$ cat src/rtl/char_console_pkg.sv
// Shared definitions for the character console: control codes, screen geometry,
// sequencer state encoding and the shared Null fill character.
package char_console_pkg;

    localparam logic [7:0] NL = 8'h0A;
    localparam logic [7:0] BS = 8'h08;
    localparam logic [7:0] FF = 8'h0C;

    // Shared Null code used for blanked display cells
    localparam logic [7:0] CHAR_NULL = 8'h00;

    localparam int COLS = 16;
    localparam int ROWS = 4;

    typedef enum logic {
        IDLE = 1'b0,
        FILL = 1'b1
    } state_t;

endpackage

$ cat src/rtl/char_console_ctrl.sv
// Write sequencer for the 4x16 character buffer: places printable characters at the
// cursor, handles backspace, and runs blanking fills for newline and clear-screen.
module char_console_ctrl
    import char_console_pkg::*;
#(
    parameter logic [7:0] FILL_CHAR = CHAR_NULL
) (
    input  logic       clk,
    input  logic       rst,
    input  logic       in_valid,
    output logic       in_ready,
    input  logic [7:0] in_char,
    input  logic       clr_req,
    output logic       we,
    output logic [5:0] wr_addr,
    output logic [7:0] din,
    output logic [5:0] cursor,
    output logic       busy
);

    localparam logic [5:0] LAST_CELL = 6'(COLS * ROWS - 1);
    localparam logic [5:0] ROW_LAST  = 6'(COLS - 1);

    state_t     state;
    logic [5:0] end_addr;

    assign in_ready = (state == IDLE) && !clr_req;
    assign busy     = (state == FILL);

    // A fill always ends on a row's last cell, so end_addr+1 is the next cursor
    // for both newline (next row start) and clear (wraps to 0).
    always_ff @(posedge clk or posedge rst) begin
        if (rst) begin
            state    <= IDLE;
            end_addr <= '0;
            we       <= 1'b0;
            wr_addr  <= '0;
            din      <= '0;
            cursor   <= '0;
        end else if (clr_req) begin
            state    <= FILL;
            end_addr <= LAST_CELL;
            we       <= 1'b1;
            wr_addr  <= '0;
            din      <= FILL_CHAR;
        end else begin
            case (state)
                IDLE: begin
                    we <= 1'b0;
                    if (in_valid) begin
                        case (in_char)
                            NL: begin
                                state    <= FILL;
                                end_addr <= cursor | ROW_LAST;
                                we       <= 1'b1;
                                wr_addr  <= cursor;
                                din      <= FILL_CHAR;
                            end
                            FF: begin
                                state    <= FILL;
                                end_addr <= LAST_CELL;
                                we       <= 1'b1;
                                wr_addr  <= '0;
                                din      <= FILL_CHAR;
                            end
                            BS: begin
                                if (cursor != 6'd0) begin
                                    we      <= 1'b1;
                                    wr_addr <= cursor - 6'd1;
                                    din     <= FILL_CHAR;
                                    cursor  <= cursor - 6'd1;
                                end
                            end
                            default: begin
                                we      <= 1'b1;
                                wr_addr <= cursor;
                                din     <= in_char;
                                cursor  <= cursor + 6'd1;
                            end
                        endcase
                    end
                end
                FILL: begin
                    if (wr_addr == end_addr) begin
                        state  <= IDLE;
                        we     <= 1'b0;
                        cursor <= end_addr + 6'd1;
                    end else begin
                        wr_addr <= wr_addr + 6'd1;
                    end
                end
                default: begin
                    state <= IDLE;
                    we    <= 1'b0;
                end
            endcase
        end
    end

endmodule

$ cat config.mk
export PLATFORM = sky130hd
export DESIGN_NAME = char_console_ctrl
export DESIGN_NICKNAME = d
export VERILOG_FILES = /design/src/rtl/char_console_pkg.sv /design/src/rtl/char_console_ctrl.sv
export SDC_FILE = /design/constraint.sdc
export NUM_CORES = 1
export LEC_CHECK = 0
export BUFFER_PORTS_ARGS = -buffer_cell sky130_fd_sc_hd__buf_2
export CAP_MARGIN = 0
export CORE_MARGIN = 5
export CORE_UTILIZATION = 40
export DETAILED_ROUTE_END_ITERATION = 12
export PLACE_DENSITY_LB_ADDON = 0.05
export SYNTH_ARGS = -nofsm -noshare
export SYNTH_HDL_FRONTEND = slang
export SYNTH_SLANG_ARGS = --single-unit
$ cat constraint.sdc
create_clock -name clk -period 1.84 [get_ports clk]
set_input_delay 0.368 -clock clk [delete_from_list [all_inputs] [get_ports clk]]
set_output_delay 0.368 -clock clk [all_outputs]
set_load 0.01 [all_outputs]
==> results of run 1 <==
[through the flow]
stage,setup slack (ns),area [µm²]
3_3_place_gp,-0.0830,2210
5_1_grt,-0.125,2430
4_1_cts,-0.0550,2330
6_report,-0.0536,2430
3_5_place_dp,-0.107,2210
2_1_floorplan,-0.0542,1720
[critical path, delay by kind of cell (launching register included)]
family	cells	cell delay, ns
buffers and inverters	2	0.26
flip-flops	1	0.40
AND/OR/NAND/NOR	3	0.69
AO/OA/AOI/OAI	2	0.25
adder cells (fa/ha/maj)	1	0.25
[layer usage]
layer / wire (µm) / share of wire [%]
met5: 0 / 0
met4: 49 / 0.95
met3: 210 / 4.1
met2: 2660 / 51
met1: 2250 / 43
[registers in the layout, indices dropped and copies added, names as in the netlist]
name,flops
wr_addr,6
busy,1
we,1
din,8
end_addr,3
cursor,6
[power by group]
| part | leakage (µW) | internal [µW] | switching, µW |
|---|---|---|---|
| clock network | 0.0000217 | 154 | 194 |
| logic | 0.000819 | 142 | 167 |
| registers | 0.000311 | 566 | 22.0 |
| total | 0.00115 | 862 | 383 |
[cell usage in the layout, fill, tap and decap left out, types with 2 or more instances in the layout]
master	Yosys	routed
nor3_4	0	2
dfrtp_2	0	2
buf_4	1	46
o22ai_1	3	3
o21ai_1	2	5
nand2_1	16	16
nor3_2	1	2
a21oi_1	13	8
mux2i_1	7	7
dfrtp_1	25	23
nor2b_1	2	2
xor2_1	2	2
nand4_1	3	3
inv_1	8	8
o21ai_0	6	3
nor2_1	16	15
nor3_1	7	4
nand3_1	7	7
a22o_1	7	7
nand2b_1	3	3
ha_1	5	4
nand3_4	1	2
clkbuf_8	0	3
buf_6	1	2
buf_2	2	34
xnor2_1	3	3
a31oi_1	3	3
or4_1	3	3
a21oi_2	0	5
or3_1	3	2
[kinds of logic (layout without fill, tap and decap cells)]
| kind of cell | count (synthesis) | count (layout) | synth area share [%] |
|---|---|---|---|
| and+or+nand+nor | 76 | 76 | 25.9 |
| xor gates and xnor gates | 5 | 5 | 2.58 |
| buffers and inverters | 19 | 94 | 5.01 |
| DFF | 25 | 25 | 36.8 |
| muxes | 8 | 8 | 4.79 |
| AOI/OAI and AO/OA | 50 | 50 | 21.2 |
| adders and majority gates | 5 | 5 | 3.68 |
[final timing paths]
path | start | endpoint | slack (ns) | cells after the start
worst max register to register | cursor[1]$_DFFE_PP0P_ | wr_addr[5]$_DFFE_PP0P_ | -0.05 | 8
worst max-delay path | cursor[1]$_DFFE_PP0P_ | wr_addr[5]$_DFFE_PP0P_ | -0.05 | 8
max in group asynchronous | rst | cursor[0]$_DFFE_PP0P_ | 1.44 | 3
min in group clk | in_char[3] | din[3]$_DFFE_PP0P_ | 0.34 | 2
worst min register to register | din[1]$_DFFE_PP0P_ | din[1]$_DFFE_PP0P_ | 0.51 | 1
worst min-delay path | rst | wr_addr[5]$_DFFE_PP0P_ | 0.12 | 3
[cell type report]
type	instances	area, µm²	area share (%)
Tap cell	50	62.6	2.58
Clock inverter	1	7.51	0.309
Timing Repair Buffer	82	538	22.2
Sequential cell	25	628	25.9
Inverter	8	30.0	1.24
Clock buffer	3	41.3	1.70
Multi-Input combinational cell	144	1120	46.2
[repair_timing]
item | in CTS | in global routing
endpoints found under the setup margin | 9 | 11
gates resized for setup | 8 | 17
pin swaps | 2 | 7
hold buffers | 0 | 0
gates cloned | 0 | 0
buffers inserted | 5 | 2
==> results by group, run 1 <==
Worst setup path
  – Capturing element type of the critical path: flop
  – Worst setup path class: flop to flop
  – Crit path DAT: 2.12 ns
  – Max FO, Critical Path: 10
  – Startpoint Class: flop
  – Critical path's slowest cell: or4_1
  – CP peak stage delay: 0.46 ns
  – CP Data Required Time: 2.07 ns
  – Worst-path cell chain: inv_1 -> ha_1 -> nand3b_1 -> o22ai_4 -> a21boi_2 -> buf_6 -> or4_1 -> nand3_1

Job
  – Max cap viols: 0

Timing
  – WHS: 0.122 ns
  – Worst-margin pin slew: 0.339 ns
  – RSZ-0062 raised after global routing: true
  – Final worst slack: -0.0536 ns
  – Total negative slack: -0.125 ns
  – Hold Vio Cnt, Final: 0
  – Worst Skew: 0.00788 ns
  – Min cycle time layout: 1.89 ns
  – Fmax: 528 MHz
  – Final period util: 103%
  – Max transition margin: 77.4%
  – Slew Limit Fails: 0
  – Setup violators final: 5

Floorplan
  – Core Region: 4060 µm²
  – Cell row count: 23
  – Die width: 75.2 µm
  – Initial cell density of the core: 41.8%
  – # IOs: 35
  – Die area: 5650 µm²
  – Die H: 75.2 µm

CTS
  – CTS Sinks: 25
  – Clock buffer depth: 2
  – Worst-Skew Late Latency: 0.28 ns
  – CTS tree: built
  – H-tree Lvls: 1
  – CTS clk-pin slew, worst paths: 0.10 ns
  – Num CTS Buffers: 3
  – Root Driver: clkbuf_8

Outcome
  – Failing checks: setup timing
  – Status: finished, violations left

Synth
  – Synth cell count leaders: dfrtp_1, nand2_1, nor2_1
  – Main area contributors after synthesis: dfrtp_1, mux2i_1, a21oi_1
  – Ys flop type: dfrtp_1
  – EDFF count, synth: 0
  – Avg Cell Area, Syn: 9.03 µm²
  – Syn_nets: 205
  – #FFs+latches synth: 25
  – Cell accounting for the most synthesized area: dfrtp_1
  – Ys async rst share: 100%
  – Area share of the largest cell type after synthesis: 36.8%
  – Cells after synthesis: 188
  – Synth warn: 0
  – Unique masters post-synth: 57
  – Synth Cell Area: 1700 µm²
  – Sequential share of the synthesized area: 36.8%
  – Count leader, synth: dfrtp_1

Global routing
  – Gr busiest metal: met2
  – Gr ovfl total: 0
  – Largest net degree at the start of global routing: 26
  – First-pass GRT wire length: 8480 µm
  – Vias in the first global route: 1838
  – Met3 GRT Util: 3.47%
  – GR Layer Usage met1: 24.1%
  – Met2 GRT Util: 34.6%
  – Initial antenna violation count: 0
  – Total track usage: 19.3%

Layout
  – FILL cells: 362
  – Antenna diodes: 0
  – Nets: 281
  – Share of cells above drive strength 1: 44.5%
  – Post-route insts no fill: 313
  – Area Growth Syn to Fin: 43.0%
  – Core Util, Final: 59.9%

Power and ir drop
  – Total power: 1240 µW
  – VDD IR max: 0.000394 V
  – Leakage: 0.00115 µW
  – Pwr dens: 513 nW/µm²

Placement
  – Post-DP HPWL: 3760 µm
  – I/O Buffers: 34
  – Dpl cells: 303
  – Gpl congestion: 0.867

Routing
  – First drt pass iteration count: 4
  – Total number of vias: 1744
  – Starting DRT DRC Count: 88
  – Remaining antenna violation count: 0
  – WL/cell: 16.5 µm
  – DRC: 0
  – DRT Wirelength: 5170 µm
  – Vias per cell: 5.57

Min path
  – Hold Path Class: input port to async pin
Power figures use the tool's default switching activity.
==> run 2: changes to the inputs <==
- RECOVER_POWER: not set -> 25
==> results by group, run 2 (synthesis results as in run 1) <==
CTS
  – Worst-Skew Late Latency: 0.28 ns (about the same)
  – H-tree Lvls: 1 (unchanged)
  – CTS clk-pin slew, worst paths: 0.10 ns (about the same)
  – Clock buffer depth: 2 (unchanged)
  – CTS tree: built (unchanged)
  – Root Driver: clkbuf_8 (unchanged)
  – CTS Sinks: 25 (unchanged)
  – CTS Hold Bufs: 0 (unchanged)
  – Num CTS Buffers: 3 (unchanged)

Routing
  – WL/cell: 16.5 µm (about the same)
  – First drt pass iteration count: 4 (unchanged)
  – DRT Wirelength: 5150 µm (was 5170 µm)
  – Total number of vias: 1746 (was 1744)
  – Starting DRT DRC Count: 89 (was 88)
  – Vias per cell: 5.58 (was 5.57)
  – DRC: 0 (unchanged)
  – Remaining antenna violation count: 0 (unchanged)

Global routing
  – Total track usage: 19.3% (unchanged)
  – Largest net degree at the start of global routing: 26 (unchanged)
  – First-pass GRT wire length: 8480 µm (unchanged)
  – Initial antenna violation count: 0 (unchanged)
  – Vias in the first global route: 1838 (unchanged)
  – Gr ovfl total: 0 (unchanged)

Timing
  – Final period util: 103% (about the same)
  – Slew Limit Fails: 0 (unchanged)
  – Hold Vio Cnt, Final: 0 (unchanged)
  – Fmax: 528 MHz (about the same)
  – Final worst slack: -0.0533 ns (was -0.0536 ns)
  – Worst Skew: 0.00786 ns (was 0.00788 ns)
  – Setup violators final: 5 (unchanged)
  – Min cycle time layout: 1.89 ns (about the same)
  – Max transition margin: 5.23% (was 77.4%)
  – Worst-margin pin slew: 1.42 ns (was 0.339 ns)
  – WHS: 0.339 ns (was 0.122 ns)
  – RSZ-0062 raised after global routing: true (unchanged)

Outcome
  – Status: finished, violations left (unchanged)
  – Failing checks: setup timing (unchanged)

Layout
  – Share of cells above drive strength 1: 44.1% (was 44.5%)
  – Antenna diodes: 0 (unchanged)
  – Commonest non-fill, non-tap cell in the layout: buf_4 (unchanged)
  – FF+latch area: 628 µm² (unchanged)
  – Max reg flops: 8 (unchanged)
  – Area occupied by multi-input gates: 1120 µm² (unchanged)
  – Nets: 281 (unchanged)
  – Reg with most FFs: din (unchanged)
  – Post-route insts no fill: 313 (unchanged)
  – Largest regs: din: 8 flops, cursor: 6 flops, wr_addr: 6 flops (unchanged)
  – Area Growth Syn to Fin: 42.8% (was 43.0%)
  – FILL cells: 364 (was 362)
  – Most frequent cells in the layout: buf_4, buf_2, dfrtp_1 (unchanged)

Worst setup path
  – Capturing element type of the critical path: flop (unchanged)
  – CP Data Required Time: 2.07 ns (about the same)
  – Startpoint Class: flop (unchanged)
  – Max FO, Critical Path: 10 (unchanged)
  – Worst setup path class: flop to flop (unchanged)
  – Crit path DAT: 2.12 ns (about the same)

Power and ir drop
  – VDD IR max: 0.000394 V (about the same)
  – Leakage: 0.00115 µW (about the same)
  – Pwr dens: 513 nW/µm² (about the same)

Min path
  – Hold Path Class: input port to flop (was input port to async pin)

Placement
  – Gpl congestion: 0.867 (unchanged)
  – I/O Buffers: 34 (unchanged)
  – Placement Setup Slack: -0.107 ns (unchanged)
  – Post-DP HPWL: 3760 µm (unchanged)
  – Dpl cells: 303 (unchanged)

Floorplan
  – Initial cell density of the core: 41.8% (unchanged)
  – Die area: 5650 µm² (unchanged)
  – Cell row count: 23 (unchanged)
  – Die H: 75.2 µm (unchanged)
  – Die width: 75.2 µm (unchanged)
  – Core Region: 4060 µm² (unchanged)
  – # IOs: 35 (unchanged)

Job
  – Max cap viols: 0 (unchanged)
run 2: cell count changes in the layout (fill, tap and decap cells not counted):
cell and delta:
buf_4 -1, clkbuf_1 +1
run 2: layer usage:
layer | GRT usage [%] | vias up | wire length, µm
li1 | - | 840 | -
met1 | 24.1 | 855 | 2230
met2 | 34.6 | 45 | 2670
met3 | 3.47 | 6 | 204
met4 | 4.66 | 0 | 49
met5 | 0 | - | 0
run 2: layout make-up:
cell class	count	share of cell area, %
well taps	50	2.58
clock buffers	3	1.70
repair buffers	82	22.0
inverters	8	1.24
flip-flops and latches	25	25.9
multi-input cells	144	46.2
clock inverters	1	0.310
run 2: report_power, final:
group / total (µW) / switching (µW) / internal, µW
clock network: 348 / 194 / 154
logic: 308 / 166 / 141
registers: 588 / 22.0 / 566
run 2: path summary, 6_finish.rpt:
kind	startpoint	to	slack [ns]	cells after the start
min in group asynchronous	rst	wr_addr[5]$_DFFE_PP0P_	0.55	3
worst max-delay path	cursor[1]$_DFFE_PP0P_	wr_addr[5]$_DFFE_PP0P_	-0.05	8
worst max register to register	cursor[1]$_DFFE_PP0P_	wr_addr[5]$_DFFE_PP0P_	-0.05	8
max in group asynchronous	rst	cursor[0]$_DFFE_PP0P_	0.36	3
worst min register to register	din[1]$_DFFE_PP0P_	din[1]$_DFFE_PP0P_	0.51	1
worst min-delay path	in_char[3]	din[3]$_DFFE_PP0P_	0.34	2
run 2: metrics by stage:
stage	utilization [%]	instance area, µm²	power (µW)	setup TNS, ns
6_report	59.8	2420	1240	-0.125
5_1_grt	59.8	2420	1310	-0.854
4_1_cts	57.5	2330	1240	-0.177
3_5_place_dp	54.5	2210	873	-0.665
3_3_place_gp	54.5	2210	867	-0.383
2_1_floorplan	-	1720	733	-0.161
run 2: worst max-delay path: stages, from the launching register on:
cell      delay, ns
dfrtp_1        0.40
inv_1          0.12
ha_1           0.25
nand3b_1       0.14
o22ai_4        0.09
a21boi_2       0.16
buf_6          0.14
or4_1          0.46
nand3_1        0.09
run 2: timing repair:
item                       4_1_cts  5_1_grt
pin swaps                        2        7
setup endpoints to repair        9       11
resized for setup                8       17
setup buffers                    5        2
